$ cat config.mk
export PLATFORM = sky130hd
export DESIGN_NAME = seg_scan_driver_flat
export DESIGN_NICKNAME = d
export VERILOG_FILES = /design/src/rtl/seg_scan_driver_pkg.sv /design/src/rtl/seg_scan_driver_if.sv /design/src/rtl/seg_scan_driver_bcd_to_seg.sv /design/src/rtl/seg_scan_driver.sv /design/src/flat_wrapper.sv
export SDC_FILE = /design/constraint.sdc
export NUM_CORES = 1
export LEC_CHECK = 0
export ABC_AREA = 1
export CAP_MARGIN = 20
export CORE_ASPECT_RATIO = 0.5
export CORE_MARGIN = 3
export CORE_UTILIZATION = 50
export DETAILED_ROUTE_END_ITERATION = 10
export HOLD_SLACK_MARGIN = 0.06
export PLACE_DENSITY = 0.75
export SYNTH_ARGS = -nofsm -noshare
export SYNTH_HDL_FRONTEND = slang
export SYNTH_SLANG_ARGS = --single-unit
$ cat constraint.sdc
create_clock -name clk -period 2.8 [get_ports clk]
set_input_delay 0.7 -clock clk [delete_from_list [all_inputs] [get_ports clk]]
set_output_delay 0.7 -clock clk [all_outputs]
set_load 0.05 [all_outputs]
$ cat src/rtl/seg_scan_driver_pkg.sv
// Shared constants for the multiplexed seven-segment scan driver:
// segment codes in {a,b,c,d,e,f,g} order, the dash code and default dividers.
package seg_scan_driver_pkg;

  localparam int SCAN_DIV_DEF  = 100000;
  localparam int BLINK_DIV_DEF = 256;

  localparam logic [6:0] SEG_0    = 7'h7E;
  localparam logic [6:0] SEG_1    = 7'h30;
  localparam logic [6:0] SEG_2    = 7'h6D;
  localparam logic [6:0] SEG_3    = 7'h79;
  localparam logic [6:0] SEG_4    = 7'h33;
  localparam logic [6:0] SEG_5    = 7'h5B;
  localparam logic [6:0] SEG_6    = 7'h5F;
  localparam logic [6:0] SEG_7    = 7'h70;
  localparam logic [6:0] SEG_8    = 7'h7F;
  localparam logic [6:0] SEG_9    = 7'h7B;
  localparam logic [6:0] SEG_DASH = 7'h01;

  typedef logic [1:0] scan_idx_t;

  // A digit is a leading zero when it and every digit to its left are zero;
  // digit0 always stays visible so a value of 0 still shows "0".
  function automatic logic lz_blanked(logic [15:0] digits, scan_idx_t idx);
    return (idx != 2'd0) && ((digits >> {idx, 2'b00}) == 16'h0000);
  endfunction

endpackage

$ cat src/rtl/seg_scan_driver_if.sv
// Display bus: digit/attribute inputs toward the driver and the
// multiplexed selector/segment outputs back from it.
interface seg_scan_driver_if;
  logic [15:0] digits;
  logic [3:0]  dp_mask;
  logic        blank_lz;
  logic [3:0]  blink_mask;
  logic [3:0]  led_selector;
  logic [7:0]  led_data;

  modport master (
    output digits, dp_mask, blank_lz, blink_mask,
    input  led_selector, led_data
  );

  modport slave (
    input  digits, dp_mask, blank_lz, blink_mask,
    output led_selector, led_data
  );
endinterface

$ cat src/rtl/seg_scan_driver_bcd_to_seg.sv
// Combinational BCD to seven-segment decoder; non-decimal codes show a dash.
module bcd_to_seg
  import seg_scan_driver_pkg::*;
(
  input  logic [3:0] bcd,
  output logic [6:0] seg
);

  always_comb begin
    seg = SEG_DASH;
    case (bcd)
      4'd0:    seg = SEG_0;
      4'd1:    seg = SEG_1;
      4'd2:    seg = SEG_2;
      4'd3:    seg = SEG_3;
      4'd4:    seg = SEG_4;
      4'd5:    seg = SEG_5;
      4'd6:    seg = SEG_6;
      4'd7:    seg = SEG_7;
      4'd8:    seg = SEG_8;
      4'd9:    seg = SEG_9;
      default: seg = SEG_DASH;
    endcase
  end

endmodule

$ cat src/rtl/seg_scan_driver.sv
// Four-digit multiplexed seven-segment scanner with decimal points,
// leading-zero blanking and per-digit blinking.
module seg_scan_driver
  import seg_scan_driver_pkg::*;
#(
  parameter int SCAN_DIV  = SCAN_DIV_DEF,
  parameter int BLINK_DIV = BLINK_DIV_DEF
) (
  input  logic               clk,
  input  logic               button_rst,
  seg_scan_driver_if.slave   disp
);

  localparam int PW = (SCAN_DIV  > 1) ? $clog2(SCAN_DIV)  : 1;
  localparam int BW = (BLINK_DIV > 1) ? $clog2(BLINK_DIV) : 1;

  logic [PW-1:0] presc;
  logic [BW-1:0] blink_cnt;
  logic          blink_phase;
  scan_idx_t     idx_p0;
  logic [3:0]    led_sel_p1;
  logic [7:0]    led_data_p1;

  logic          tick;
  scan_idx_t     nxt_idx;
  logic [3:0]    cur_bcd;
  logic [6:0]    cur_seg;
  logic          suppress;

  assign tick     = (presc == PW'(SCAN_DIV - 1));
  assign nxt_idx  = idx_p0 + 2'd1;
  assign cur_bcd  = disp.digits[{nxt_idx, 2'b00} +: 4];
  assign suppress = (disp.blank_lz && lz_blanked(disp.digits, nxt_idx))
                  || (blink_phase && disp.blink_mask[nxt_idx]);

  bcd_to_seg u_dec (
    .bcd (cur_bcd),
    .seg (cur_seg)
  );

  // Stage p0 -> p1: the slot for the next index is built and registered on the tick edge
  always_ff @(posedge clk) begin
    if (button_rst) begin
      presc       <= '0;
      idx_p0      <= 2'd3;
      blink_cnt   <= '0;
      blink_phase <= 1'b0;
      led_sel_p1  <= 4'b0000;
      led_data_p1 <= 8'h00;
    end else begin
      presc <= tick ? '0 : presc + PW'(1);
      if (tick) begin
        idx_p0      <= nxt_idx;
        led_sel_p1  <= 4'b0001 << nxt_idx;
        led_data_p1 <= suppress ? 8'h00 : {cur_seg, disp.dp_mask[nxt_idx]};
        if (blink_cnt == BW'(BLINK_DIV - 1)) begin
          blink_cnt   <= '0;
          blink_phase <= ~blink_phase;
        end else begin
          blink_cnt <= blink_cnt + BW'(1);
        end
      end
    end
  end

  assign disp.led_selector = led_sel_p1;
  assign disp.led_data     = led_data_p1;

endmodule
$ cat src/flat_wrapper.sv
// flat-port wrapper written by rule: the top's interface ports become plain ports
module seg_scan_driver_flat import seg_scan_driver_pkg::*;
#(
  parameter int SCAN_DIV  = SCAN_DIV_DEF,
  parameter int BLINK_DIV = BLINK_DIV_DEF
)
  (clk, button_rst, disp_digits, disp_dp_mask, disp_blank_lz, disp_blink_mask, disp_led_selector, disp_led_data);
  seg_scan_driver_if disp_i ();
  input  logic clk;
  input  logic button_rst;
  input wire logic [$bits(disp_i.digits)-1:0] disp_digits;
  input wire logic [$bits(disp_i.dp_mask)-1:0] disp_dp_mask;
  input wire logic [$bits(disp_i.blank_lz)-1:0] disp_blank_lz;
  input wire logic [$bits(disp_i.blink_mask)-1:0] disp_blink_mask;
  output wire logic [$bits(disp_i.led_selector)-1:0] disp_led_selector;
  output wire logic [$bits(disp_i.led_data)-1:0] disp_led_data;
  assign disp_i.digits = disp_digits;
  assign disp_i.dp_mask = disp_dp_mask;
  assign disp_i.blank_lz = disp_blank_lz;
  assign disp_i.blink_mask = disp_blink_mask;
  assign disp_led_selector = disp_i.led_selector;
  assign disp_led_data = disp_i.led_data;
  seg_scan_driver #(.SCAN_DIV(SCAN_DIV), .BLINK_DIV(BLINK_DIV)) u_core (.clk(clk), .button_rst(button_rst), .disp(disp_i));
endmodule
==> metrics list <==
* Seq/Total Area, Yosys: 34.5%
- Share of post-route cells with drive strength above 1: 5.82%
* Die Outline Area: approximately 0.0055 mm2
* Starting density of the core: 55.5%
- Clk Tree Root Cell: sky130_fd_sc_hd__clkbuf_8
- The routed design has just over 5000 um of wire.
- The final layout contains 416 nets.
- The initialized floorplan defines 16 standard-cell rows.
* Peak supply drop: 239 uV
- Height of the die: around 54 um
- Initial antenna violation count: 0
* Core area: 0.00418 mm2
* Synthesized instance count: 336
- The first global-routing pass estimated 8820 um of wire.
* Die boundary width: 102 um
- Number of setup violations in the final report: 0
* Largest net degree at the start of global routing: 21
- Area of the multi-input gates: 0.00133 mm2
- Post-layout minimum cycle time: 2.45 ns
- GRT Overall Usage: 20.2%
- # diodes: 0
- Via count of the first global-routing pass: roughly 2.1k
- For the pin with the worst max-slew slack, the measured transition is 0.504 ns.
- Of the available clock period, the critical path in the final layout requires between 80% and 90%.
* Reg2Reg Depth: 12
- Min-delay worst type: register to register
- Derived from the worst setup path, the maximum achievable clock frequency is 0.408 GHz.
- Summing all flip-flop and latch instances after layout gives 801 um2.
* Count of routing violations after the opening detailed-route iteration: 91
- Cell internal power was estimated by the tool at roughly 0.8 mW.
- The flow ran to the end, and the final reports show no timing, DRC or antenna violations.
* Worst path arrival time: 2.62 ns
- Type of element capturing the critical path: register
- Average wire per standard cell: 11.8 um
* Crit Path Max Fanout: 7
- Number of buffers created by CTS: 5
- Power per cell area: 363 mW/mm2
- Fraction of power spent switching nets: 23.0%
- IO Count: 39
- GRT overflow: 0
- Number of buffers inserted to repair setup after CTS: 0
- Per report_power, the sequential group accounts for between 50 and 60% of the total.
* Sink count of the clock tree: 40
- Summing internal, switching and leakage power gives between 1 and 1.5 mW.
- Hold violation total from the final report: 0
- Setup repair after global routing missed its margin: no
- In this run, post-CTS hold repair placed 0 buffers.
- STA classifies the critical path startpoint as a primary input.
* Number of max-cap violations: 0
* HPWL after detailed placement: around 4000 um
- Warnings from Yosys: 0
* Number of vias after detailed routing: 2,250
- Max-slew violation count: 0
- Data required, critical path: 2.97 ns
- For this run, the share of the core covered by cells in the final layout is 67.5%.
- Nets in the synthesized netlist: 374
- Counting flops and latches in the post-synthesis netlist gives 40.
* Worst clock skew: 0.0132 ns
* Count of distinct cell types in the synthesized netlist: 32
- Setup TNS: 0 ns
* Post-Syn Area: 0.00232 mm2
- Summed over all nets, the switching power comes to around 0.24 mW.
- Per report_power, the combinational group accounts for 9.1% of the total.
- Area added between synthesis and finish: 21.6%
- Quantity of I/O buffers inserted on ports: 38
- Fill cell total of the finished layout: approximately 380
* Portion of total power attributed to the clock network: 34.9%
* Relative slew margins: 66.3%
* Cell depth of the worst min-delay path: 2
- Number of gates given a new drive strength after cts: 0
- Once detail routing completed, the nets flagged for antenna violations numbered 0.
- CTS H-Tree Depth: 2
- Clock tree from TritonCTS: done
- No sink is reached through more buffers than the 2 on the longest clock path.
- In this run the static leakage power is 1.20 nW.
- Clock-pin slew of the registers on the worst-case setup and hold paths: about 0.070 ns
* Number of design rule violations left after detail routing: 0
* Number of iterations in the first detailed-routing pass: 5
- Clock Latency Late Sink: around 0.29 ns
* Vias per Instance: around 5.2
- Routability-driven placement finished with a final weighted congestion of 0.886.
- Post-Syn Area per Cell: 6.91 um2
- The worst setup path is of the primary input to register kind.
cells in the mapped netlist, drive strengths merged:
cell type	count	area (um2)
a21oi	12	60.1
a22o	4	35.0
a22oi	1	7.51
and3	2	12.5
buf	5	46.3
clkbuf	1	3.75
dfxtp	40	801
ha	11	138
inv	38	143
nand2	81	314
nand3	31	168
nand3b	1	7.51
nand4	16	100
nor2	53	216
nor3	6	41.3
nor3b	2	15.0
o211ai	1	7.51
o21ai	14	70.1
o22ai	1	6.26
or2	4	25.0
xnor2	1	8.76
xor2	11	96.3
final cells by class:
class	instances	share of cell area, %
clock buffers	5	2.44
clock inverters	2	0.443
inverters	38	5.05
multi-input cells	252	47.1
flip-flops and latches	40	28.4
well taps	54	2.39
repair buffers	41	14.3
power by group through the flow:
stage | clock network, mW | registers, mW | logic (mW)
detailed placement | 0 | 0.588 | 0.0934
global placement | 0 | 0.587 | 0.0912
CTS | 0.369 | 0.574 | 0.0937
global route | 0.399 | 0.575 | 0.104
finish | 0.359 | 0.574 | 0.0934
floorplan | 0 | 0.587 | 0.0465
layout by cell type, fill, tap and decap left out:
cell type                         count
sky130_fd_sc_hd__o211ai_1             1
sky130_fd_sc_hd__o22ai_1              1
sky130_fd_sc_hd__nor2_4               2
sky130_fd_sc_hd__inv_2                2
sky130_fd_sc_hd__and3_1               2
sky130_fd_sc_hd__a22oi_1              1
sky130_fd_sc_hd__a22o_1               4
sky130_fd_sc_hd__o21ai_0             14
sky130_fd_sc_hd__or2_2                3
sky130_fd_sc_hd__xnor2_1              1
sky130_fd_sc_hd__clkinvlp_4           1
sky130_fd_sc_hd__nand2_2              1
sky130_fd_sc_hd__nor3_4               1
sky130_fd_sc_hd__nor3_1               5
sky130_fd_sc_hd__nor2_2               1
sky130_fd_sc_hd__nand3_4              1
sky130_fd_sc_hd__dfxtp_1             40
sky130_fd_sc_hd__nand2_4              1
sky130_fd_sc_hd__a21oi_1             12
sky130_fd_sc_hd__clkinv_2             1
sky130_fd_sc_hd__inv_1               36
sky130_fd_sc_hd__nand4_1             16
sky130_fd_sc_hd__nand3_1             30
sky130_fd_sc_hd__buf_4                3
sky130_fd_sc_hd__ha_1                11
sky130_fd_sc_hd__xor2_1              11
sky130_fd_sc_hd__nor3b_1              2
sky130_fd_sc_hd__nor2_1              50
sky130_fd_sc_hd__nand3b_1             1
sky130_fd_sc_hd__clkbuf_8             5
sky130_fd_sc_hd__clkdlybuf4s50_1     38
sky130_fd_sc_hd__nand2_1             79
sky130_fd_sc_hd__or2_0                1
flip-flops by register name, summed over array words and instances (netlist names):
signal and flops:
u_core.disp.led_selector 4, u_core.presc 17, u_core.blink_phase 1, u_core.disp.led_data 8, u_core.blink_cnt 8, u_core.idx_p0 2
stage by stage:
| stage | std cells | setup slack (ns) | hold slack [ns] | area, um2 |
|---|---|---|---|---|
| after floorplan | 336 | 0.369 | 0.418 | 2320 |
| after global routing | 432 | 0.0566 | 0.474 | 2820 |
| after global placement | 425 | 0.153 | 0.431 | 2740 |
| after CTS | 432 | 0.368 | 0.459 | 2820 |
| after detailed placement | 425 | 0.0860 | 0.445 | 2740 |
| final | 432 | 0.350 | 0.455 | 2820 |
kinds of logic (layout without fill, tap and decap cells):
family	Yosys count	count (layout)	synth area share [%]
AND/OR/NAND/NOR	196	196	38.7
buffers and inverters	44	86	8.30
flip-flops	40	40	34.5
AO/OA/AOI/OAI	33	33	8.03
XOR/XNOR	12	12	4.53
adder cells (fa/ha/maj)	11	11	5.93
worst paths after layout:
path,slack (ns),to,startpoint
worst min register to register,0.45,u_core.disp.led_data[2]$_SDFFE_PP0P_,u_core.disp.led_data[2]$_SDFFE_PP0P_
worst max register to register,0.40,u_core.disp.led_data[3]$_SDFFE_PP0P_,u_core.idx_p0[1]$_SDFFE_PP1P_
worst max-delay path,0.35,u_core.disp.led_data[7]$_SDFFE_PP0P_,disp_digits[4]
worst min-delay path,0.45,u_core.disp.led_data[2]$_SDFFE_PP0P_,u_core.disp.led_data[2]$_SDFFE_PP0P_
worst max-delay path, cell delays in order:
cell,delay [ns]
sky130_fd_sc_hd__clkdlybuf4s50_1,0.42
sky130_fd_sc_hd__or2_2,0.28
sky130_fd_sc_hd__o211ai_1,0.08
sky130_fd_sc_hd__o21ai_0,0.14
sky130_fd_sc_hd__inv_1,0.14
sky130_fd_sc_hd__ha_1,0.17
sky130_fd_sc_hd__and3_1,0.15
sky130_fd_sc_hd__nand2_1,0.04
sky130_fd_sc_hd__nor2_1,0.10
sky130_fd_sc_hd__nand2_1,0.16
sky130_fd_sc_hd__nand2_1,0.11
sky130_fd_sc_hd__inv_1,0.04
sky130_fd_sc_hd__nand2_1,0.05
sky130_fd_sc_hd__nand2_1,0.05
layer usage:
layer	track usage (%)	wire, um
met4	7.41	74
met3	5.56	248
met1	23.9	2390
met5	0	0
met2	35.8	2400
Power figures use the tool's default switching activity.
